$ cat src/rtl/shift_pkg.sv
// Constants shared by the iterative shift sequencer and its barrel shifter.
package shift_pkg;

  typedef enum logic [1:0] {
    S_IDLE  = 2'd0,
    S_SHIFT = 2'd1,
    S_DONE  = 2'd2
  } state_e;

  localparam logic DIR_LEFT  = 1'b0;
  localparam logic DIR_RIGHT = 1'b1;

  localparam int STEP_W   = 3;
  localparam int STEP_MAX = (1 << STEP_W) - 1;

endpackage

$ cat src/rtl/barrel_shifter.sv
// Combinational logical barrel shifter, zero fill. It is built as log2 stages, and
// each stage moves the data by a power of two.
module barrel_shifter
  import shift_pkg::*;
#(
  parameter int WIDTH  = 8,
  parameter int STEP_W = 3
) (
  input  logic [WIDTH-1:0]  in,
  input  logic [STEP_W-1:0] shamt,
  input  logic              dir,
  output logic [WIDTH-1:0]  out
);

  logic [WIDTH-1:0] stage [0:STEP_W];

  assign stage[0] = in;

  for (genvar gi = 0; gi < STEP_W; gi++) begin : g_stage
    assign stage[gi+1] = !shamt[gi]        ? stage[gi] :
                         (dir == DIR_RIGHT) ? (stage[gi] >> (1 << gi)) :
                                              (stage[gi] << (1 << gi));
  end

  assign out = stage[STEP_W];

endmodule

$ cat src/rtl/iter_shift_ctrl.sv
// Iterative shift sequencer. It splits a large shift amount into barrel-shifter steps
// and returns the result over a valid/ready port.
// Optional build macro SAT_SHORTCUT_EN lets a result that is already all-zero skip the
// remaining steps.
module iter_shift_ctrl
  import shift_pkg::*;
#(
  parameter int WIDTH  = 8,
  parameter int AMT_W  = 8,
  parameter int STEP_W = 3
) (
  input  logic             clk,
  input  logic             rst,
  input  logic             req_valid,
  output logic             req_ready,
  input  logic [WIDTH-1:0] req_data,
  input  logic [AMT_W-1:0] req_amt,
  input  logic             req_dir,
  output logic             out_valid,
  input  logic             out_ready,
  output logic [WIDTH-1:0] out_data,
  output logic             busy
);

  localparam logic [AMT_W-1:0] STEP_LIM = AMT_W'((1 << STEP_W) - 1);
`ifdef SAT_SHORTCUT_EN
  localparam logic [AMT_W-1:0] WIDTH_AMT = AMT_W'(WIDTH);
`endif

  state_e            state_q;
  logic [WIDTH-1:0]  data_q, data_d;
  logic [AMT_W-1:0]  rem_q, rem_d;
  logic              dir_q;
  logic [WIDTH-1:0]  out_data_q;
  logic              out_valid_q;
  logic              busy_q;
  logic [STEP_W-1:0] step;
  logic              last_step;

  always_comb begin
    step      = (rem_q > STEP_LIM) ? STEP_W'(STEP_LIM) : rem_q[STEP_W-1:0];
    last_step = (rem_q <= STEP_LIM);
    rem_d     = rem_q - AMT_W'(step);
`ifdef SAT_SHORTCUT_EN
    last_step = last_step || (data_d == '0);
`endif
  end

  barrel_shifter #(
    .WIDTH (WIDTH),
    .STEP_W(STEP_W)
  ) u_bs (
    .in   (data_q),
    .shamt(step),
    .dir  (dir_q),
    .out  (data_d)
  );

  // req_ready is the only unregistered output. It must drop as soon as rst rises.
  assign req_ready = (state_q == S_IDLE) && !rst;
  assign out_valid = out_valid_q;
  assign out_data  = out_data_q;
  assign busy      = busy_q;

  always_ff @(posedge clk or posedge rst) begin
    if (rst) begin
      state_q     <= S_IDLE;
      data_q      <= '0;
      rem_q       <= '0;
      dir_q       <= 1'b0;
      out_data_q  <= '0;
      out_valid_q <= 1'b0;
      busy_q      <= 1'b0;
    end else begin
      case (state_q)
        S_IDLE: begin
          if (req_valid) begin
            dir_q  <= req_dir;
            rem_q  <= req_amt;
            busy_q <= 1'b1;
            if (req_amt == '0) begin
              data_q      <= req_data;
              out_data_q  <= req_data;
              out_valid_q <= 1'b1;
              state_q     <= S_DONE;
`ifdef SAT_SHORTCUT_EN
            end else if (req_amt >= WIDTH_AMT) begin
              data_q      <= '0;
              rem_q       <= '0;
              out_data_q  <= '0;
              out_valid_q <= 1'b1;
              state_q     <= S_DONE;
`endif
            end else begin
              data_q  <= req_data;
              state_q <= S_SHIFT;
            end
          end
        end
        S_SHIFT: begin
          data_q <= data_d;
          rem_q  <= rem_d;
          if (last_step) begin
            out_data_q  <= data_d;
            out_valid_q <= 1'b1;
            state_q     <= S_DONE;
          end
        end
        S_DONE: begin
          if (out_ready) begin
            out_valid_q <= 1'b0;
            busy_q      <= 1'b0;
            state_q     <= S_IDLE;
          end
        end
        default: begin
          out_valid_q <= 1'b0;
          busy_q      <= 1'b0;
          state_q     <= S_IDLE;
        end
      endcase
    end
  end

endmodule

$ cat config.mk
export PLATFORM = sky130hd
export DESIGN_NAME = iter_shift_ctrl
export DESIGN_NICKNAME = d
export VERILOG_FILES = /design/src/rtl/shift_pkg.sv /design/src/rtl/barrel_shifter.sv /design/src/rtl/iter_shift_ctrl.sv
export SDC_FILE = /design/constraint.sdc
export NUM_CORES = 1
export LEC_CHECK = 0
export ABC_CLOCK_PERIOD_IN_PS = 2800
export BUFFER_PORTS_ARGS = -buffer_cell sky130_fd_sc_hd__buf_2
export CAP_MARGIN = 20
export CELL_PAD_IN_SITES_DETAIL_PLACEMENT = 1
export CELL_PAD_IN_SITES_GLOBAL_PLACEMENT = 2
export CORE_AREA = 2 2 86 72
export CTS_BUF_LIST = sky130_fd_sc_hd__clkbuf_4
export CTS_CLUSTER_SIZE = 30
export DETAILED_ROUTE_END_ITERATION = 10
export DIE_AREA = 0 0 88 74
export MAX_ROUTING_LAYER = met4
export PLACE_DENSITY_LB_ADDON = 0.1
export SKIP_LAST_GASP = 1
export SLEW_MARGIN = 20
export SYNTH_ARGS = -nofsm -noshare
export SYNTH_HDL_FRONTEND = slang
export SYNTH_HIERARCHICAL = 1
export SYNTH_SLANG_ARGS = --single-unit
$ cat constraint.sdc
create_clock -name clk -period 2.8 [get_ports clk]
set_input_delay 0.14 -clock clk [delete_from_list [all_inputs] [get_ports clk]]
set_output_delay 0.14 -clock clk [all_outputs]
set_load 0.01 [all_outputs]
* Yosys cells after proc, flatten, opt, wreduce, memory -nomap -nowiden
Cells that the tools add are included. Widths: inputs -> output; s select.
Word-level totals: input bits 21, bits in registers 29, output and inout port bits 11
Operators by class: reductions and logical operators 11, add/sub/neg operators 1, bitwise logic cells 1, order comparisons 2, eq/ne operators 6, mux-type cells 27
Operators by type and width (count):
- $mux 8 | 11
- $pmux 8 s2 | 3
- $gt 8x3->1 const B | 1
- $le 8x3->1 const B | 1
- $logic_not 8->1 | 1
- $mux 2 | 4
- $reduce_and 4->1 | 2
- $sub 8x3->8 | 1
- $ne 2x2->1 const B | 3
- $pmux 1 s3 | 2
- $pmux 2 s3 | 1
- $reduce_and 3->1 | 2
- $mux 1 | 5
- $reduce_and 2->1 | 2
- $mux 3 | 1
- $eq 2x1->1 const B | 1
- $eq 2x2->1 const B | 1
- $logic_not 2->1 | 1
- $ne 2x1->1 const B | 1
- $reduce_bool 2->1 | 1
- $logic_and 1x1->1 | 1
- $logic_not 1->1 | 1
- $not 1->1 | 1

* Longest topological paths before layout
depth after elaboration 9, mapped depth 11, gate-level depth less buffers 10

* Cells and area by module
Netlist, hierarchy kept.
By module, submodules not included:
- iter_shift_ctrl | cells each 153, times used 1, area an instance 1482.7 um^2
- barrel_shifter | cells each 68, times used 1, area an instance 500.5 um^2

* Worst setup path before layout
OpenSTA, ideal clock, no wires.
kind register to register, start point register rem_q[3], end point register out_data_q[2] (netlist: out_data[2]), required time 2.675 ns, period minus slack after synthesis 2.487 ns, cell stages (with the launch flop) 11, arrival time 2.362 ns, path slack 0.313 ns, cell sequence dfrtp_1 > or2_4 > nor4_1 > nand2b_1 > mux2_1 > a22o_1 > a21oi_1 > o22ai_1 > nand2_1 > nand2_1 > mux2_2
On the way: cells in the longest elaborated chain, start to end 9, elaborated cells on any way between the ends 12, classes of those cells order compare: 2; eq/ne: 1; mux: 8; reduce/logical: 1
RTL lines:
- from (decl) | RTL line iter_shift_ctrl.sv:32 | logic [AMT_W-1:0] rem_q, rem_d;
- from (signal assigned) | RTL line iter_shift_ctrl.sv:79 | rem_q <= req_amt;
- from (signal assigned) | RTL line iter_shift_ctrl.sv:102 | rem_q <= rem_d;
- $gt 8x3->1 * | RTL line iter_shift_ctrl.sv:41 | step = (rem_q > STEP_LIM) ? STEP_W'(STEP_LIM) : rem_q[STEP_W-1:0];
- $mux 3 * | RTL line iter_shift_ctrl.sv:41
- via step[0] | RTL line iter_shift_ctrl.sv:37 | logic [STEP_W-1:0] step;
- $mux 8 * | RTL line barrel_shifter.sv:20 | assign stage[gi+1] = !shamt[gi] ? stage[gi] :
- $mux 8 | RTL line barrel_shifter.sv:21 | (dir == DIR_RIGHT) ? (stage[gi] >> (1 << gi)) :
- $mux 8 * | RTL line barrel_shifter.sv:20
- $mux 8 | RTL line barrel_shifter.sv:21
- $mux 8 * | RTL line barrel_shifter.sv:20
- via data_d[2] | RTL line iter_shift_ctrl.sv:31 | logic [WIDTH-1:0] data_q, data_d;
- $mux 8 * | RTL line iter_shift_ctrl.sv:103 | if (last_step) begin
- $pmux 8 s2 * | RTL line iter_shift_ctrl.sv:75 | case (state_q)
- to (signal assigned) | RTL line iter_shift_ctrl.sv:83 | out_data_q <= req_data;
- to (signal assigned) | RTL line iter_shift_ctrl.sv:104 | out_data_q <= data_d;
- to (decl) | RTL line iter_shift_ctrl.sv:34 | logic [WIDTH-1:0] out_data_q;
Mark *: on every way through the listed nets, which the timed path passes. The rest lies on a longest branch. The select of a mux whose other input is x is not followed. A chain may end at the register's enable or synchronous reset.

* Final worst setup path
start point register rem_q[3], end point register out_data_q[7] (netlist: out_data[7])
On the way: elaborated cells on any way between the ends 12, classes of those cells order compare: 2; eq/ne: 1; mux: 8; reduce/logical: 1
RTL lines (RTL line):
- $gt 8x3->1 * | iter_shift_ctrl.sv:41
- $mux 3 * | iter_shift_ctrl.sv:41
- via step[1] | iter_shift_ctrl.sv:37
- $mux 8 * | barrel_shifter.sv:20
- $mux 8 | barrel_shifter.sv:21
- $mux 8 * | barrel_shifter.sv:20
- via data_d[7] | iter_shift_ctrl.sv:31
- $mux 8 * | iter_shift_ctrl.sv:103
- $pmux 8 s2 * | iter_shift_ctrl.sv:75
Marked as above.

==> results.yml <==
detailed_routing:
  detailroute.via_count: 1778
  initialDrtViolationCount: 69
  antenna_violating_nets_post_route: 0
  post-route-drc-count: 0
  routedWlPerCell_um: 16.5
  drt-vias-per-instance: 5.29
  drt_first_pass_iters: 4
  drt-total-wl_mm: 5.54
placed_design:
  gp_routability_congestion: 0.827
  dpl.cell_count: 326
  place.detailed.hpwl_mm: 4.06
  detailedPlace.worstSlack_ns: 0.238
  numPortBuffers: 31
clock_network:
  htreeDepth: 2
  cts.root.buffer_cell: "clkbuf_4"
  cts-buffers-inserted: 5
  post_cts.repair.setup_buffers: 0
  tritoncts: "yes"
  postCtsHoldBufs: 2
  cts_max_path_buffers: 2
  clk_pin_slew_ns: 0.11
  cts.sinks: 29
  cts.repair.resized: 0
  clkLatencyLatePin_ns: 0.33
sta:
  timing.fmax_mhz: 382
  clock_skew_ns: 0.00652
  final_period_minus_worst_setup_slack_ns: 2.62
  slew_violations: 0
  fin_setup_tns_ns: 0
  finalCritPeriodShare_pct: 93.5
  rsz0062_at_grt: "no"
  setup_violations: 0
  max-slew-margin-rel_pct: 62.1
  final_critical_path_setup_slack_ns: 0.182
  tightestPinTransition_ns: 0.568
  final-hold-violation-count: 0
setup_path:
  crit_path_start_kind: "flop"
  critPathSlowestCell: "dfrtp_1"
  path_max_fanout: 11
  worst-path-stages: 11
  critPathTopFamily: "simple AND/OR/NAND/NOR gates"
  cp_common_cell: "nand2_1"
  timing.critical_path.to_type: "flop"
  critical_path.n_buffers_inverters: 1
  worst-endpoint-required_ns: 3.02
  criticalPathCategory: "reg2reg"
  cp_cell_sequence: "or2_4, nor4_1, buf_4, nand2b_1, mux2_1, a22oi_1, a2bb2oi_1, o22ai_1, nand2_1, nand2_1, mux2_2"
  crit_path_max_incr_delay_ns: 0.42
  ff2ff_path_depth: 11
  crit_arrival_ns: 2.84
synth:
  synthFlopType: "dfrtp_1"
  post_synthesis_net_count: 243
  syn_area_per_cell_um2: 8.97
  synth_top_cells_by_count: "40 x nand2_1, 29 x dfrtp_1, 17 x mux2i_1"
  async_reset_ff_share_pct: 100
  top_cell_type_s_share_of_synthesized_area_pct: 36.6
  yosysUniqueCellTypes: 45
  postSynthRegisterBits: 29
  number_of_enable_type_register_cells_in_the_synthesized_netlist: 0
  synth_sequential_area_ratio_pct: 36.6
  synthesis.yosys.warnings: 6
  most_common_cell_in_the_netlist: "nand2_1"
  yosys.area.top_type: "dfrtp_1"
  post_synth_instance_area_um2: 1980
  synth.top_cells.by_area: "dfrtp_1 37%, mux2i_1 8.6%, nand2_1 7.6%"
  netlist_instances: 221
power_and_ir_drop:
  lkg_pwr_uw: 0.00110
  worst_case_vdd_ir_drop_uv: 419
  overall_power_consumption_uw: 2310
  power.density_nw_per_um2: 1000
floorplan:
  die-area_um2: 6510
  chipWidth_um: 88
  start_util_pct: 35.0
  area_of_the_placeable_core_um2: 5660
  io_count: 32
  floorplan.rows: 25
  die_height_um: 74
finish:
  post_route_core_utilization_pct: 40.6
  finalNetCount: 276
  final_layout_size_suffix_gt1_share_pct: 24.3
  area_delta_synth_final_pct: 16.0
  fill_cells: 692
  diodes: 0
  post_layout_nonfiller_instances: 336
global_route:
  grt-ovfl-total: 0
  grt_pass1_vias: 1811
  grt_first_pass_wirelength_mm: 9.46
  grt_util_all_layers_pct: 19.7
  grt_max_degree: 30
  initial_antenna_violation_count: 0
flow_run:
  max_cap_violations: 0
min_path:
  worstHoldPathType: "in2reg"
  holdPathStages: 3
run_status:
  result_of_the_run: "finished, final reports clean"
flip-flops by register name, indices dropped and copies added, names as in the netlist:
| register | count |
|---|---|
| out_valid | 1 |
| busy | 1 |
| state_q | 2 |
| dir_q | 1 |
| out_data | 8 |
| data_q | 8 |
| rem_q | 8 |
kinds of logic (layout without fill, tap and decap cells):
| logic type | count (synthesis) | count (layout) | share of synthesized area (%) |
|---|---|---|---|
| DFF | 29 | 29 | 36.6 |
| muxes | 32 | 32 | 17.7 |
| buffers and inverters | 18 | 52 | 4.35 |
| adders and majority gates | 1 | 1 | 0.631 |
| AOI/OAI and AO/OA | 56 | 56 | 19.8 |
| and+or+nand+nor | 85 | 85 | 20.9 |
worst min-delay path, delay by kind of cell:
family                 cells  cell delay, ns
AND/OR/NAND/NOR            2            0.12
buffers and inverters      1            0.09
final timing paths:
kind / startpoint / endpoint / slack, ns
min in group asynchronous: rst / rem_q[0]$_DFFE_PP0P_ / 0.45
min: req_amt[7] / rem_q[7]$_DFFE_PP0P_ / 0.05
max in group asynchronous: rst / data_q[0]$_DFFE_PP0P_ / 2.06
min reg2reg: out_valid$_DFFE_PP0P_ / out_valid$_DFFE_PP0P_ / 0.49
max reg2reg: rem_q[3]$_DFFE_PP0P_ / out_data[7]$_DFFE_PP0P_ / 0.18
max: rem_q[3]$_DFFE_PP0P_ / out_data[7]$_DFFE_PP0P_ / 0.18
layout by cell type, fill, tap and decap left out, drive strengths merged, types with 3 or more instances in the layout:
cell type	count
o21ai	14
mux2i	17
nor2	10
a22oi	3
nand2	40
o311ai	3
a21oi	9
buf	39
a21o	3
clkbuf	5
inv	3
nand2b	10
mux2	14
a211oi	3
nor2b	5
o22ai	9
nand3	3
clkinv	3
nor4	4
dfrtp	29
cell type report:
| class | instances | area (um^2) | area share, % |
|---|---|---|---|
| multi-input cells | 174 | 1170 | 50.9 |
| flip-flops and latches | 29 | 726 | 31.6 |
| repair buffers | 41 | 235 | 10.2 |
| well taps | 81 | 101 | 4.41 |
| clock buffers | 5 | 37.5 | 1.63 |
| clock inverters | 3 | 17.5 | 0.762 |
| inverters | 3 | 11.3 | 0.490 |
metal layers:
metal	track usage [%]	vias up	wire (um)
met5	-	-	0
met4	4.10	0	31
met3	3.66	2	242
met2	26.7	43	2310
met1	30.3	854	2960
li1	-	879	-
through the flow:
stage | hold WS, ns | area (um^2)
6_report | 0.0480 | 2300
5_1_grt | 0.0492 | 2300
4_1_cts | 0.0322 | 2300
3_5_place_dp | 0.257 | 2220
3_3_place_gp | 0.258 | 2220
2_1_floorplan | 0.218 | 1980
report_power, final:
group	total [uW]	internal (uW)	switching [uW]	leakage, uW
clock	268	95.1	173	0.0000326
combinational	1210	552	656	0.000703
sequential	829	597	231	0.000365
total	2310	1240	1060	0.00110
Power figures use the tool's default switching activity.
